--- src/rtl/tri_fetch_ranged_if.sv ---
`default_nettype none
// ============================================================================
// Module   : tri_fetch_ranged_if
// Purpose  : Triangle stream bundle (valid/ready, vertex data, id, last flag)
// Revision : 1.0
// ============================================================================
interface tri_fetch_ranged_if #(
    parameter int COORD_WIDTH = 16,
    parameter int CW          = 12
);
    logic                                 valid_out;
    logic                                 ready_in;
    logic [2:0][2:0][COORD_WIDTH-1:0]     tri_vertices_out;
    logic [CW-1:0]                        tri_id_out;
    logic                                 last_tri_out;

    modport master (
        output valid_out,
        output tri_vertices_out,
        output tri_id_out,
        output last_tri_out,
        input  ready_in
    );

    modport slave (
        input  valid_out,
        input  tri_vertices_out,
        input  tri_id_out,
        input  last_tri_out,
        output ready_in
    );
endinterface
`default_nettype wire

--- src/rtl/tri_fetch_ranged.sv ---
`default_nettype none
// ============================================================================
// Module   : tri_fetch_ranged
// Purpose  : Streams a (base, count) sub-range of the triangle ROM through a
//            credit-limited FIFO; one-shot or looping frames, pause and abort.
// Revision : 1.0
// ============================================================================
module tri_fetch_ranged #(
    parameter int    COORD_WIDTH = 16,
    parameter int    MAX_COUNT   = 2700,
    parameter int    FIFO_DEPTH  = 4,
    parameter int    ROM_LATENCY = 2,
    parameter int    PAUSE_WIDTH = 16,
    parameter string INIT_FILE   = "mesh.mem",
    localparam int   AW          = $clog2(MAX_COUNT),
    localparam int   CW          = $clog2(MAX_COUNT + 1)
) (
    input  logic                   clk_in,
    input  logic                   rst_n_in,
    input  logic                   start_in,
    input  logic [AW-1:0]          base_in,
    input  logic [CW-1:0]          count_in,
    input  logic                   loop_in,
    input  logic [PAUSE_WIDTH-1:0] pause_cycles_in,
    input  logic                   abort_in,
    tri_fetch_ranged_if.master     tri_if,
    output logic                   frame_done_out,
    output logic                   busy_out
);

    localparam int PW        = $clog2(FIFO_DEPTH);
    localparam int FCW       = $clog2(FIFO_DEPTH + 1);
    localparam bit HAS_IMAGE = (INIT_FILE != "");

    typedef logic [2:0][2:0][COORD_WIDTH-1:0] tri_t;

    typedef enum logic [1:0] {
        S_IDLE  = 2'd0,
        S_FETCH = 2'd1,
        S_DRAIN = 2'd2,
        S_PAUSE = 2'd3
    } state_t;

    // Behavioural mesh image: coordinate k of vertex v at index a is a*9+v*3+k.
    function automatic tri_t rom_word(input logic [AW-1:0] addr);
        tri_t w;
        w = '0;
        if (HAS_IMAGE) begin
            for (int v = 0; v < 3; v++) begin
                for (int k = 0; k < 3; k++) begin
                    w[v][k] = COORD_WIDTH'(int'(addr) * 9 + v * 3 + k);
                end
            end
        end
        return w;
    endfunction

    state_t                 state_q, state_d;
    logic [AW-1:0]          base_q;
    logic [CW-1:0]          n_q;
    logic                   loop_q;
    logic [PAUSE_WIDTH-1:0] pause_q;
    logic [CW-1:0]          issued_q, issued_d;
    logic [PAUSE_WIDTH-1:0] pcnt_q, pcnt_d;

    logic [ROM_LATENCY-1:0] pipe_vld_q;
    logic [ROM_LATENCY-1:0] pipe_last_q;
    tri_t                   pipe_tri_q [ROM_LATENCY];
    logic [CW-1:0]          pipe_id_q  [ROM_LATENCY];

    tri_t                   fifo_tri [FIFO_DEPTH];
    logic [CW-1:0]          fifo_id  [FIFO_DEPTH];
    logic [FIFO_DEPTH-1:0]  fifo_last;
    logic [PW-1:0]          wr_ptr_q, rd_ptr_q;
    logic [FCW-1:0]         fcnt_q;

    logic [CW-1:0]          w_room, w_n_eff;
    logic [AW-1:0]          w_addr;
    int                     w_inflight;
    logic                   w_credit, w_issue, w_push, w_pop, w_valid;
    logic                   w_drained, w_latch, w_done;

    always_comb begin
        w_room  = '0;
        w_n_eff = '0;
        if (int'(base_in) < MAX_COUNT) begin
            w_room  = CW'(MAX_COUNT - int'(base_in));
            w_n_eff = (count_in < w_room) ? count_in : w_room;
        end
    end

    always_comb begin
        w_inflight = 0;
        for (int i = 0; i < ROM_LATENCY; i++) begin
            w_inflight = w_inflight + (pipe_vld_q[i] ? 1 : 0);
        end
    end

    // Credits count both in-flight reads and buffered entries, so a ROM
    // return always finds a free FIFO slot regardless of backpressure.
    assign w_credit  = (w_inflight + int'(fcnt_q)) < FIFO_DEPTH;
    assign w_issue   = (state_q == S_FETCH) && (issued_q != n_q) && w_credit && !abort_in;
    assign w_addr    = base_q + AW'(issued_q);
    assign w_push    = pipe_vld_q[ROM_LATENCY-1];
    assign w_valid   = (fcnt_q != '0);
    assign w_pop     = w_valid && tri_if.ready_in;
    assign w_drained = (fcnt_q == '0) && (w_inflight == 0);

    always_comb begin
        state_d  = state_q;
        issued_d = issued_q;
        pcnt_d   = pcnt_q;
        w_latch  = 1'b0;
        w_done   = 1'b0;
        if (w_issue) begin
            issued_d = issued_q + CW'(1);
        end
        case (state_q)
            S_IDLE: begin
                if (start_in) begin
                    w_latch  = 1'b1;
                    issued_d = '0;
                    state_d  = (w_n_eff == '0) ? S_DRAIN : S_FETCH;
                end
            end
            S_FETCH: begin
                if (issued_d == n_q) begin
                    state_d = S_DRAIN;
                end
            end
            S_DRAIN: begin
                if (w_drained) begin
                    w_done = 1'b1;
                    if (!loop_q) begin
                        state_d = S_IDLE;
                    end else if (pause_q <= PAUSE_WIDTH'(1)) begin
                        state_d  = S_FETCH;
                        issued_d = '0;
                    end else begin
                        // The done cycle is the first gap cycle, this PAUSE cycle the second.
                        state_d = S_PAUSE;
                        pcnt_d  = PAUSE_WIDTH'(2);
                    end
                end
            end
            S_PAUSE: begin
                if (pcnt_q >= pause_q) begin
                    state_d  = S_FETCH;
                    issued_d = '0;
                end else begin
                    pcnt_d = pcnt_q + PAUSE_WIDTH'(1);
                end
            end
            default: state_d = S_IDLE;
        endcase
        if (abort_in) begin
            state_d  = S_IDLE;
            issued_d = '0;
            pcnt_d   = '0;
            w_latch  = 1'b0;
            w_done   = 1'b0;
        end
    end

    always_ff @(posedge clk_in or negedge rst_n_in) begin
        if (!rst_n_in) begin
            state_q  <= S_IDLE;
            issued_q <= '0;
            pcnt_q   <= '0;
            base_q   <= '0;
            n_q      <= '0;
            loop_q   <= 1'b0;
            pause_q  <= '0;
        end else begin
            state_q  <= state_d;
            issued_q <= issued_d;
            pcnt_q   <= pcnt_d;
            if (w_latch) begin
                base_q  <= base_in;
                n_q     <= w_n_eff;
                loop_q  <= loop_in;
                pause_q <= pause_cycles_in;
            end
        end
    end

    always_ff @(posedge clk_in or negedge rst_n_in) begin
        if (!rst_n_in) begin
            pipe_vld_q  <= '0;
            pipe_last_q <= '0;
            for (int i = 0; i < ROM_LATENCY; i++) begin
                pipe_tri_q[i] <= '0;
                pipe_id_q[i]  <= '0;
            end
        end else begin
            for (int i = ROM_LATENCY - 1; i > 0; i--) begin
                pipe_vld_q[i]  <= pipe_vld_q[i-1];
                pipe_last_q[i] <= pipe_last_q[i-1];
                pipe_tri_q[i]  <= pipe_tri_q[i-1];
                pipe_id_q[i]   <= pipe_id_q[i-1];
            end
            pipe_vld_q[0]  <= w_issue;
            pipe_last_q[0] <= (issued_q == n_q - CW'(1));
            pipe_tri_q[0]  <= rom_word(w_addr);
            pipe_id_q[0]   <= issued_q;
            if (abort_in) begin
                pipe_vld_q <= '0;
            end
        end
    end

    always_ff @(posedge clk_in or negedge rst_n_in) begin
        if (!rst_n_in) begin
            wr_ptr_q <= '0;
            rd_ptr_q <= '0;
            fcnt_q   <= '0;
        end else if (abort_in) begin
            wr_ptr_q <= '0;
            rd_ptr_q <= '0;
            fcnt_q   <= '0;
        end else begin
            if (w_push) wr_ptr_q <= wr_ptr_q + PW'(1);
            if (w_pop)  rd_ptr_q <= rd_ptr_q + PW'(1);
            case ({w_push, w_pop})
                2'b10:   fcnt_q <= fcnt_q + FCW'(1);
                2'b01:   fcnt_q <= fcnt_q - FCW'(1);
                default: fcnt_q <= fcnt_q;
            endcase
        end
    end

    always_ff @(posedge clk_in) begin
        if (w_push && !abort_in) begin
            fifo_tri[wr_ptr_q]  <= pipe_tri_q[ROM_LATENCY-1];
            fifo_id[wr_ptr_q]   <= pipe_id_q[ROM_LATENCY-1];
            fifo_last[wr_ptr_q] <= pipe_last_q[ROM_LATENCY-1];
        end
    end

    // Payload is forced to zero whenever nothing is being offered.
    assign tri_if.valid_out        = w_valid;
    assign tri_if.tri_vertices_out = w_valid ? fifo_tri[rd_ptr_q] : '0;
    assign tri_if.tri_id_out       = w_valid ? fifo_id[rd_ptr_q] : '0;
    assign tri_if.last_tri_out     = w_valid && fifo_last[rd_ptr_q];
    assign frame_done_out          = w_done;
    assign busy_out                = (state_q != S_IDLE);

endmodule
`default_nettype wire

--- src/flat_wrapper.sv ---
// flat-port wrapper written by rule: the top's interface ports become plain ports
module tri_fetch_ranged_flat 
#(
    parameter int    COORD_WIDTH = 16,
    parameter int    MAX_COUNT   = 2700,
    parameter int    FIFO_DEPTH  = 4,
    parameter int    ROM_LATENCY = 2,
    parameter int    PAUSE_WIDTH = 16,
    parameter string INIT_FILE   = "        ",
    localparam int   AW          = $clog2(MAX_COUNT),
    localparam int   CW          = $clog2(MAX_COUNT + 1)
)
  (clk_in, rst_n_in, start_in, base_in, count_in, loop_in, pause_cycles_in, abort_in, frame_done_out, busy_out, tri_if_valid_out, tri_if_tri_vertices_out, tri_if_tri_id_out, tri_if_last_tri_out, tri_if_ready_in);
  tri_fetch_ranged_if #(.COORD_WIDTH(COORD_WIDTH), .CW(($clog2(MAX_COUNT + 1)))) tri_if_i ();
  input  logic clk_in;
  input  logic rst_n_in;
  input  logic start_in;
  input  logic [AW-1:0] base_in;
  input  logic [CW-1:0] count_in;
  input  logic loop_in;
  input  logic [PAUSE_WIDTH-1:0] pause_cycles_in;
  input  logic abort_in;
  output logic frame_done_out;
  output logic busy_out;
  output wire logic [$bits(tri_if_i.valid_out)-1:0] tri_if_valid_out;
  output wire logic [$bits(tri_if_i.tri_vertices_out)-1:0] tri_if_tri_vertices_out;
  output wire logic [$bits(tri_if_i.tri_id_out)-1:0] tri_if_tri_id_out;
  output wire logic [$bits(tri_if_i.last_tri_out)-1:0] tri_if_last_tri_out;
  input wire logic [$bits(tri_if_i.ready_in)-1:0] tri_if_ready_in;
  assign tri_if_valid_out = tri_if_i.valid_out;
  assign tri_if_tri_vertices_out = tri_if_i.tri_vertices_out;
  assign tri_if_tri_id_out = tri_if_i.tri_id_out;
  assign tri_if_last_tri_out = tri_if_i.last_tri_out;
  assign tri_if_i.ready_in = tri_if_ready_in;
  tri_fetch_ranged #(.COORD_WIDTH(COORD_WIDTH), .MAX_COUNT(MAX_COUNT), .FIFO_DEPTH(FIFO_DEPTH), .ROM_LATENCY(ROM_LATENCY), .PAUSE_WIDTH(PAUSE_WIDTH), .INIT_FILE(INIT_FILE)) u_core (.clk_in(clk_in), .rst_n_in(rst_n_in), .start_in(start_in), .base_in(base_in), .count_in(count_in), .loop_in(loop_in), .pause_cycles_in(pause_cycles_in), .abort_in(abort_in), .tri_if(tri_if_i), .frame_done_out(frame_done_out), .busy_out(busy_out));
endmodule
--- config.mk ---
export PLATFORM = sky130hd
export DESIGN_NAME = tri_fetch_ranged_flat
export DESIGN_NICKNAME = d
export VERILOG_FILES = /design/src/rtl/tri_fetch_ranged_if.sv /design/src/rtl/tri_fetch_ranged.sv /design/src/flat_wrapper.sv
export SDC_FILE = /design/constraint.sdc
export NUM_CORES = 1
export LEC_CHECK = 0
export CORE_AREA = 2 2 278 280
export CTS_CLUSTER_SIZE = 20
export DETAILED_ROUTE_END_ITERATION = 8
export DIE_AREA = 0 0 280 282
export PLACE_DENSITY = 0.74
export SLEW_MARGIN = 0
export SYNTH_ARGS = -nofsm -noshare
export SYNTH_HDL_FRONTEND = slang
export SYNTH_SLANG_ARGS = --single-unit
--- constraint.sdc ---
create_clock -name clk_in -period 4.5 [get_ports clk_in]
set_clock_uncertainty 0.1 [all_clocks]
set_input_delay 0.675 -clock clk_in [delete_from_list [all_inputs] [get_ports clk_in]]
set_output_delay 0.675 -clock clk_in [all_outputs]
set_load 0.1 [all_outputs]
==> results.cfg, run 1 <==
[worst_setup_path]
crit_fanout = 4
critPathCaptureType = flip-flop
cp-start-kind = flip-flop
path_cells = ha_4 -> inv_2 -> fa_2 -> nor2b_2 -> o31a_1 -> buf_4 -> a21o_1 -> or3_4 -> nor2b_2 -> ha_1 -> ha_4 -> buf_4 -> or4_4 -> o221ai_4 -> xnor2_4 -> buf_4 -> nor4_1 -> nor3_2 -> and4b_4 -> a21o_1
path_common_cell = buf_4
worst-endpoint-required_ns = 4.99
max_stage_delay_ns = 0.43
crit_type = flip-flop to flip-flop
arrival_ns = 5.24
path_buf_inv = 4
critPathSlowestCell = or4_4
r2r_cells = 20
crit_family = simple AND/OR/NAND/NOR gates
crit_cells = 20

[sta]
max_slew.worst_pin.slew_ns = 1.15
final.setup.worst_slack_ns = -0.250
rsz0062_at_grt = true
fmax_mhz = 211
drv_slew = 0
finalSetupViolCount = 22
relSlewSlack_pct = 23.1
fin_crit_sh_pct = 106
report.final.hold_viol_count = 1
fin_crit_ns = 4.75
whs_ns = -0.00000266

[final_layout]
syn_to_final_growth_pct = 23.1
final_area_um2 = 46400
postLayoutCoreUtil_pct = 61.3
nNetsFinal = 2861
fin_cells = 3799
drive_gt1_share_pct = 29.8
fillers = 5311

[synthesis]
ys.flop_type = edfxtp_1
synthTopCellsByArea = edfxtp_1, dfrtp_1, mux4_2
synth_area_per_cell_um2 = 16.4
syn_area_um2 = 37700
netlist_top_cells_count = edfxtp_1, dfrtp_1, and2_1, mux4_2, nand2_1
synth-seq-area-share_pct = 70.8
yosysTopAreaCellShare_pct = 46.2
synth-seq-cells = 950
syn-num-nets = 2424
synthArstFlopShare_pct = 38.9
synth.most_common_cell = edfxtp_1
synth-edff-count = 580
ys_types = 83
yosys_warnings = 0
synthCells = 2300
synth_top_area_cell = edfxtp_1

[die]
ioPinCount = 206
dieArea_um2 = 79000
core_um2 = 75700
die_x_um = 280
initial_core_util_pct = 49.8
dieHeight_um = 282
rows = 101

[routing]
first_iter_violations = 1457
routedWlPerCell_um = 23.0
vias = 21120
ant_nets = 0
drt_pre_antenna_iters = 5
avgViaCountPerCell = 5.56
wl_um = 87500
drc = 0

[placement]
place_congestion = 0.891
postPlaceCellArea_um2 = 42200
dpl.hpwl_um = 56100
io_buffers = 205
dp_cells = 3589

[clock_network]
postCtsHoldBufs = 0
cts_tree = done
cts-root-buf = clkbuf_16
clk_latency_ns = 0.66
clk_pin_slew_ns = 0.06
cts_buffers = 93
h-tree-depth = 3
cts_max_path_buffers = 3
clock-sinks = 950

[global_routing]
grt_overflow_total = 0
grtUsageTotal_pct = 22.5
grt_pass1_wl_um = 133000
antenna_found_initial = 3
grt_max_degree = 111
first_global_vias = 22405

[outcome]
violations = hold timing, setup timing
status = finished, violations left

[hold_path]
hp-class = input pin to asynchronous set/reset pin

[run]
drv_cap = 0
-- through the flow --
| stage | TNS (ns) | hold WS [ns] | worst slack (ns) |
|---|---|---|---|
| final | -2.47 | -0.00000266 | -0.250 |
| after global routing | -10.06 | 0.0699 | -0.448 |
| after CTS | -0.924 | 0.00939 | -0.126 |
| after detailed placement | -6.61 | 0.235 | -0.394 |
| after global placement | -2.74 | 0.235 | -0.253 |
| after floorplan | -1.30 | 0.231 | -0.189 |
-- worst register-to-register path: stages (launching register included) --
cell and delay [ns]:
dfrtp_2 0.42, ha_4 0.17, inv_2 0.05, fa_2 0.21, nor2b_2 0.05, o31a_1 0.25
buf_4 0.15, a21o_1 0.17, or3_4 0.33, nor2b_2 0.16, ha_1 0.34, ha_4 0.17
buf_4 0.13, or4_4 0.43, o221ai_4 0.26, xnor2_4 0.13, buf_4 0.15, nor4_1 0.42
nor3_2 0.14, and4b_4 0.35, a21o_1 0.11
-- routing by layer --
metal	up-vias	track usage (%)	wire length (um)
li1	9377	-	-
met1	10969	27.7	34000
met2	606	39.4	45900
met5	-	0	29
met3	164	3.70	4010
met4	4	9.91	3620
-- flip-flops by register name, summed over array words and instances, names as in the netlist --
register and count:
u_core.pcnt_q 16, u_core.wr_ptr_q 2, u_core.loop_q 1, u_core.fifo_id 48
u_core.fifo_last 4, u_core.fifo_tri 528, u_core.pause_q 16, u_core.rd_ptr_q 2
u_core.pipe_tri_q 264, u_core.pipe_id_q 24, u_core.n_q 12, u_core.state_q 2
u_core.pipe_last_q 2, u_core.issued_q 12, u_core.pipe_vld_q 2, u_core.fcnt_q 3
u_core.base_q 12
-- layout make-up --
type | instances | area [um^2] | share of cell area [%]
clock buffer | 130 | 2780 | 5.98
clock inverter | 46 | 483 | 1.04
sequential | 950 | 26700 | 57.5
timing repair buffer | 441 | 3760 | 8.10
multi-input combinational | 1180 | 11200 | 24.1
antenna | 3 | 7.51 | 0.0162
inverter | 71 | 270 | 0.582
tap | 978 | 1220 | 2.64
-- final timing paths --
kind / startpoint / end / slack, ns
worst max-delay path: u_core.issued_q[0] / u_core.pipe_tri_q[271] / -0.25
worst max register to register: u_core.issued_q[0] / u_core.pipe_tri_q[271] / -0.25
min in group clk_in: u_core.pipe_id_q[16] / u_core.pipe_id_q[4] / 0.24
worst min register to register: u_core.pipe_id_q[16] / u_core.pipe_id_q[4] / 0.24
worst min-delay path: rst_n_in / u_core.wr_ptr_q[0] / -0.000003
max in group asynchronous: rst_n_in / u_core.pipe_tri_q[18] / 3.32
-- timing repair --
item	4_1_cts	5_1_grt
resized for setup	48	94
endpoints found under the setup margin	41	49
buffers inserted	16	21
cloned	0	0
pin swaps	30	38
-- placed cells by master (no fill, tap or decap), types with 7 or more instances in the layout --
cell type        synthesis  routed
mux4_2                 145     145
o21a_1                   8       8
buf_6                    0      20
clkbuf_8                 0      14
nand4_1                 14      14
or4_1                   10       9
nor2_4                   0       7
clkinv_2                 0      21
and2_1                 151     147
or3_1                   10       7
clkbuf_16                0     101
inv_1                   66      61
mux2i_1                 13      13
and3_1                  20      17
xnor2_1                120     100
xnor2_4                  1       7
buf_4                   13     354
nor4_1                  23      17
clkbuf_1                63      15
nand3_1                 37      35
nand2_1                142     139
a21o_1                  15      15
o211ai_1                13      13
ha_1                    75      68
buf_12                   0      20
edfxtp_1               580     580
o21ai_0                 56      46
a21oi_1                 35      32
nor2_1                  87      75
inv_2                    5       8
xor2_1                  38      33
nand2b_1                16      13
nor3_1                  25      22
o21ai_1                  7      11
xnor2_2                  4      18
clkdlybuf4s50_1          0      46
dfrtp_1                370     366
-- kinds of logic after synthesis --
family	synth area share, %
adder cells (fa/ha/maj)	2.65
AO/OA/AOI/OAI	3.34
XOR/XNOR	4.05
buffers and inverters	1.83
multiplexers	9.01
flip-flops	70.8
AND/OR/NAND/NOR	8.36
Power of run 1 is not shown: default switching activity piles up to over one toggle a cycle in this logic, so the estimate is an artifact.
==> run 2: changes to the inputs <==
--- a/config.mk
+++ b/config.mk
@@ -5,11 +5,13 @@
 export SDC_FILE = /design/constraint.sdc
 export NUM_CORES = 1
 export LEC_CHECK = 0
+export CAP_MARGIN = 20
 export CORE_AREA = 2 2 278 280
 export CTS_CLUSTER_SIZE = 20
 export DETAILED_ROUTE_END_ITERATION = 8
 export DIE_AREA = 0 0 280 282
 export PLACE_DENSITY = 0.74
+export SKIP_CTS_REPAIR_TIMING = 1
 export SLEW_MARGIN = 0
 export SYNTH_ARGS = -nofsm -noshare
 export SYNTH_HDL_FRONTEND = slang
==> run 2 against run 1 <==
The run ends with setup timing left; worst hold slack improved by 0.014 ns; wire length shrank 0.45%; flip-flop and latch count unchanged; final cell count is 0.16% lower; sequential share of layout area increased by 0.11 points; critical path depth up 1; final area down 0.19%; via count decreased by 0.16%; first-iteration DRC count grew 8.9%; core utilization fell by 0.11 points; worst setup slack worse by 0.0079 ns.
==> results.cfg, run 2 (synthesized netlist as in run 1, its figures left out) <==
[routing]
wl_um = 87100
drc = 0
first_iter_violations = 1586
routedWlPerCell_um = 23.0
ant_nets = 0
drt_pre_antenna_iters = 5
vias = 21086
avgViaCountPerCell = 5.56

[worst_setup_path]
crit_family = simple AND/OR/NAND/NOR gates
path_cells = ha_4 -> inv_2 -> fa_2 -> nor2b_2 -> o31a_1 -> buf_4 -> a21o_1 -> or3_1 -> nor2b_1 -> ha_1 -> ha_4 -> buf_4 -> or4_1 -> o221ai_2 -> xnor2_2 -> buf_4 -> nand4_4 -> nor4bb_4 -> nor3_2 -> and4b_4 -> a21o_1
cp-start-kind = flip-flop
max_stage_delay_ns = 0.42
critPathCaptureType = flip-flop
arrival_ns = 5.24
crit_type = flip-flop to flip-flop
critPathSlowestCell = dfrtp_2
crit_fanout = 5
worst-endpoint-required_ns = 4.98
path_common_cell = buf_4
crit_cells = 21
r2r_cells = 21
path_buf_inv = 4

[run]
drv_cap = 0

[clock_network]
cts-root-buf = clkbuf_16
clk_latency_ns = 0.65
cts_tree = done
clk_pin_slew_ns = 0.06
cts_buffers = 93
clock-sinks = 950
cts_max_path_buffers = 3
h-tree-depth = 3

[final_layout]
reg_top3 = u_core.fifo_tri: 528 flops, u_core.pipe_tri_q: 264 flops, u_core.fifo_id: 48 flops
max_flop_register = u_core.fifo_tri
fillers = 5329
syn_to_final_growth_pct = 22.9
layout_commonest_cell = edfxtp_1
final_cell_mix = edfxtp_1, dfrtp_1, buf_4
nNetsFinal = 2856
drive_gt1_share_pct = 29.5
postLayoutCoreUtil_pct = 61.2
largest_register_ffs = 528

[global_routing]
grt_pass1_wl_um = 132000
grtUsageTotal_pct = 22.3
grt_max_degree = 111
grt_overflow_total = 0
first_global_vias = 22227
antenna_found_initial = 3

[placement]
dpl.hpwl_um = 56100
io_buffers = 205
place_congestion = 0.891

[die]
dieHeight_um = 282
ioPinCount = 206
dieArea_um2 = 79000
rows = 101
core_um2 = 75700
initial_core_util_pct = 49.8
die_x_um = 280

[sta]
finalSetupViolCount = 24
fin_crit_sh_pct = 106
final.setup.worst_slack_ns = -0.258
drv_slew = 0
relSlewSlack_pct = 27.1
report.final.hold_viol_count = 0
fin_crit_ns = 4.76
max_slew.worst_pin.slew_ns = 1.09
fmax_mhz = 210
rsz0062_at_grt = true

[outcome]
status = finished, violations left
violations = setup timing

[hold_path]
hp-class = input pin to asynchronous set/reset pin
## run 2: metal layers
metal,GRT usage [%],vias to the layer above,wire [um]
met5,0,-,13
met4,10.1,2,3540
met3,3.42,155,3980
met2,39.0,615,45600
met1,27.4,10948,33900
li1,-,9366,-
## run 2: cell type report
type	count	area (um^2)	share of cell area, %
Sequential cell	950	26700	57.6
Inverter	71	273	0.589
Clock buffer	130	2780	5.99
Clock inverter	46	483	1.04
Timing Repair Buffer	436	3710	8.00
Multi-Input combinational cell	1180	11200	24.1
Tap cell	978	1220	2.64
Antenna cell	2	5.00	0.0108
## run 2: path summary, 6_finish.rpt
path,start,end,slack (ns)
max in group asynchronous,rst_n_in,u_core.pipe_tri_q[53],3.31
setup / recovery,u_core.issued_q[0],u_core.pipe_tri_q[271],-0.26
hold / removal,rst_n_in,u_core.wr_ptr_q[1],0.01
setup reg to reg,u_core.issued_q[0],u_core.pipe_tri_q[271],-0.26
min in group clk_in,u_core.pipe_id_q[16],u_core.pipe_id_q[4],0.24
hold reg to reg,u_core.pipe_id_q[16],u_core.pipe_id_q[4],0.24
## run 2: metrics by stage
stage / cells / setup TNS [ns] / setup WS, ns / hold slack [ns] / instance area (um^2)
floorplan: 2300 / -1.30 / -0.189 / 0.231 / 37900
finish: 3793 / -2.72 / -0.258 / 0.0144 / 46300
CTS: 3765 / -7.80 / -0.418 / 0.00939 / 45500
global route: 3791 / -10.57 / -0.481 / 0.0802 / 46300
global placement: 3589 / -2.74 / -0.253 / 0.235 / 42200
detailed placement: 3589 / -6.61 / -0.394 / 0.235 / 42200
Power of run 2 is left out for the same reason.
==> run 3: changes to the inputs <==
--- a/config.mk
+++ b/config.mk
@@ -10,7 +10,7 @@
 export CTS_CLUSTER_SIZE = 20
 export DETAILED_ROUTE_END_ITERATION = 8
 export DIE_AREA = 0 0 280 282
-export PLACE_DENSITY = 0.74
+export PLACE_DENSITY = 0.68
 export SKIP_CTS_REPAIR_TIMING = 1
 export SLEW_MARGIN = 0
 export SYNTH_ARGS = -nofsm -noshare
==> constraint.sdc (replaced) <==
create_clock -name clk_in -period 4.7 [get_ports clk_in]
set_clock_uncertainty 0.1 [all_clocks]
set_input_delay 0.705 -clock clk_in [delete_from_list [all_inputs] [get_ports clk_in]]
set_output_delay 0.705 -clock clk_in [all_outputs]
set_load 0.1 [all_outputs]
==> run 3 against run 2 <==
Largest cell class unchanged; via count down 3.3%; maximum frequency up 0.26%; wire length down 2.3%; the flow still finishes with violations (setup timing); count of clock-buffer cells in the layout down 10; sequential share of layout area up 1.3 points; final cell count down 2.0%.
==> results.cfg, run 3 (synthesized netlist as in run 1, its figures left out) <==
[outcome]
status = finished, violations left
violations = setup timing

[final_layout]
multi_input_area_um2 = 10900
max_flop_register = u_core.fifo_tri
final_cell_mix = edfxtp_1, dfrtp_1, buf_4
fillers = 5599
drive_gt1_share_pct = 26.1
largest_register_ffs = 528
fin_cells = 3719
layout_commonest_cell = edfxtp_1
reg_top3 = u_core.fifo_tri: 528 flops, u_core.pipe_tri_q: 264 flops, u_core.fifo_id: 48 flops
syn_to_final_growth_pct = 20.3
regArea_um2 = 26700
final_area_um2 = 45300
nNetsFinal = 2788

[sta]
fin_crit_sh_pct = 101
rsz0062_at_grt = true
finalSetupTns_ns = -0.0947
max_slew.worst_pin.slew_ns = 1.00
fmax_mhz = 211
relSlewSlack_pct = 33.1
finalSetupViolCount = 3
fin_crit_ns = 4.75
drv_slew = 0
final.setup.worst_slack_ns = -0.0452
report.final.hold_viol_count = 0

[global_routing]
grt_pass1_wl_um = 128000
antenna_found_initial = 2
grt_overflow_total = 0
first_global_vias = 21444
grt_max_degree = 147
grtUsageTotal_pct = 21.7

[worst_setup_path]
cp-start-kind = flip-flop
critPathCaptureType = flip-flop
crit_type = flip-flop to flip-flop
worst-endpoint-required_ns = 5.18
arrival_ns = 5.22
crit_fanout = 8

[routing]
wl_um = 85100
avgViaCountPerCell = 5.48
drt_pre_antenna_iters = 5
vias = 20386
drc = 0
ant_nets = 0
routedWlPerCell_um = 22.9
first_iter_violations = 1400

[clock_network]
clk_pin_slew_ns = 0.06
cts_max_path_buffers = 3
cts-root-buf = clkbuf_16
clock-sinks = 950
cts_tree = done
h-tree-depth = 3
cts_buffers = 92
clk_latency_ns = 0.63

[die]
core_um2 = 75700
rows = 101
die_x_um = 280
initial_core_util_pct = 49.8
ioPinCount = 206
dieArea_um2 = 79000
dieHeight_um = 282

[placement]
place_congestion = 0.889
dp_cells = 3529
postPlaceCellArea_um2 = 41600
io_buffers = 205
dpl.hpwl_um = 55300

[hold_path]
hp-class = input pin to asynchronous set/reset pin

[run]
drv_cap = 0
run 3: cell types whose count changed in the layout (fill, tap and decap cells not counted), sizes merged:
cell           change
diode              -1
buf               -68
clkinv             +3
clkinvlp           -1
bufinv             +2
clkbuf            -10
clkdlybuf4s50      +1
run 3: path summary, 6_finish.rpt:
kind | to | slack (ns) | depth (start not counted) | start
worst max-delay path | u_core.pipe_tri_q[271] | -0.05 | 23 | u_core.issued_q[0]
worst min-delay path | u_core.pause_q[13] | 0.05 | 1 | rst_n_in
worst max register to register | u_core.pipe_tri_q[271] | -0.05 | 23 | u_core.issued_q[0]
worst min register to register | u_core.pipe_tri_q[38] | 0.24 | 0 | u_core.pipe_tri_q[182]
max in group asynchronous | u_core.pipe_tri_q[33] | 3.42 | 2 | rst_n_in
min in group clk_in | u_core.pipe_tri_q[38] | 0.24 | 0 | u_core.pipe_tri_q[182]
run 3: per-layer routing:
layer / wire [um] / GRT usage, % / part of all wire [%]
met1: 34600 / 27.6 / 41
met2: 45100 / 38.7 / 53
met3: 3380 / 3.41 / 4.0
met4: 2000 / 5.83 / 2.3
met5: 0 / 0 / 0
run 3: layout make-up:
| cell class | instances | area share, % |
|---|---|---|
| Clock inverter | 50 | 1.16 |
| Tap cell | 978 | 2.70 |
| Sequential cell | 950 | 58.9 |
| Inverter | 71 | 0.596 |
| Clock buffer | 120 | 5.68 |
| Antenna cell | 1 | 0.00552 |
| Timing Repair Buffer | 369 | 6.93 |
| Multi-Input combinational cell | 1180 | 24.1 |
run 3: worst max-delay path: stages (launching register included):
cell      delay (ns)
dfrtp_2         0.43
ha_4            0.17
inv_2           0.05
fa_2            0.20
nor2b_2         0.05
o31a_1          0.34
o21ai_1         0.15
nand2b_1        0.10
a21oi_2         0.13
nor2_1          0.05
nor2_1          0.12
xnor2_1         0.16
ha_1            0.30
ha_4            0.31
nor2b_4         0.15
or3b_4          0.40
o311ai_4        0.07
and3_4          0.23
buf_8           0.13
nand4_4         0.18
nor4bb_4        0.35
nor3_2          0.10
and4b_4         0.33
a21o_1          0.10
run 3: per-stage QoR:
| stage | worst slack [ns] | hold WS (ns) | util (%) |
|---|---|---|---|
| floorplan | -0.0458 | 0.231 | - |
| global placement | -0.0963 | 0.232 | 55.0 |
| detailed placement | -0.163 | 0.235 | 55.0 |
| CTS | -0.184 | 0.0651 | 59.1 |
| global route | -0.235 | 0.106 | 59.9 |
| finish | -0.0452 | 0.0536 | 59.9 |
Power of run 3 is left out for the same reason.
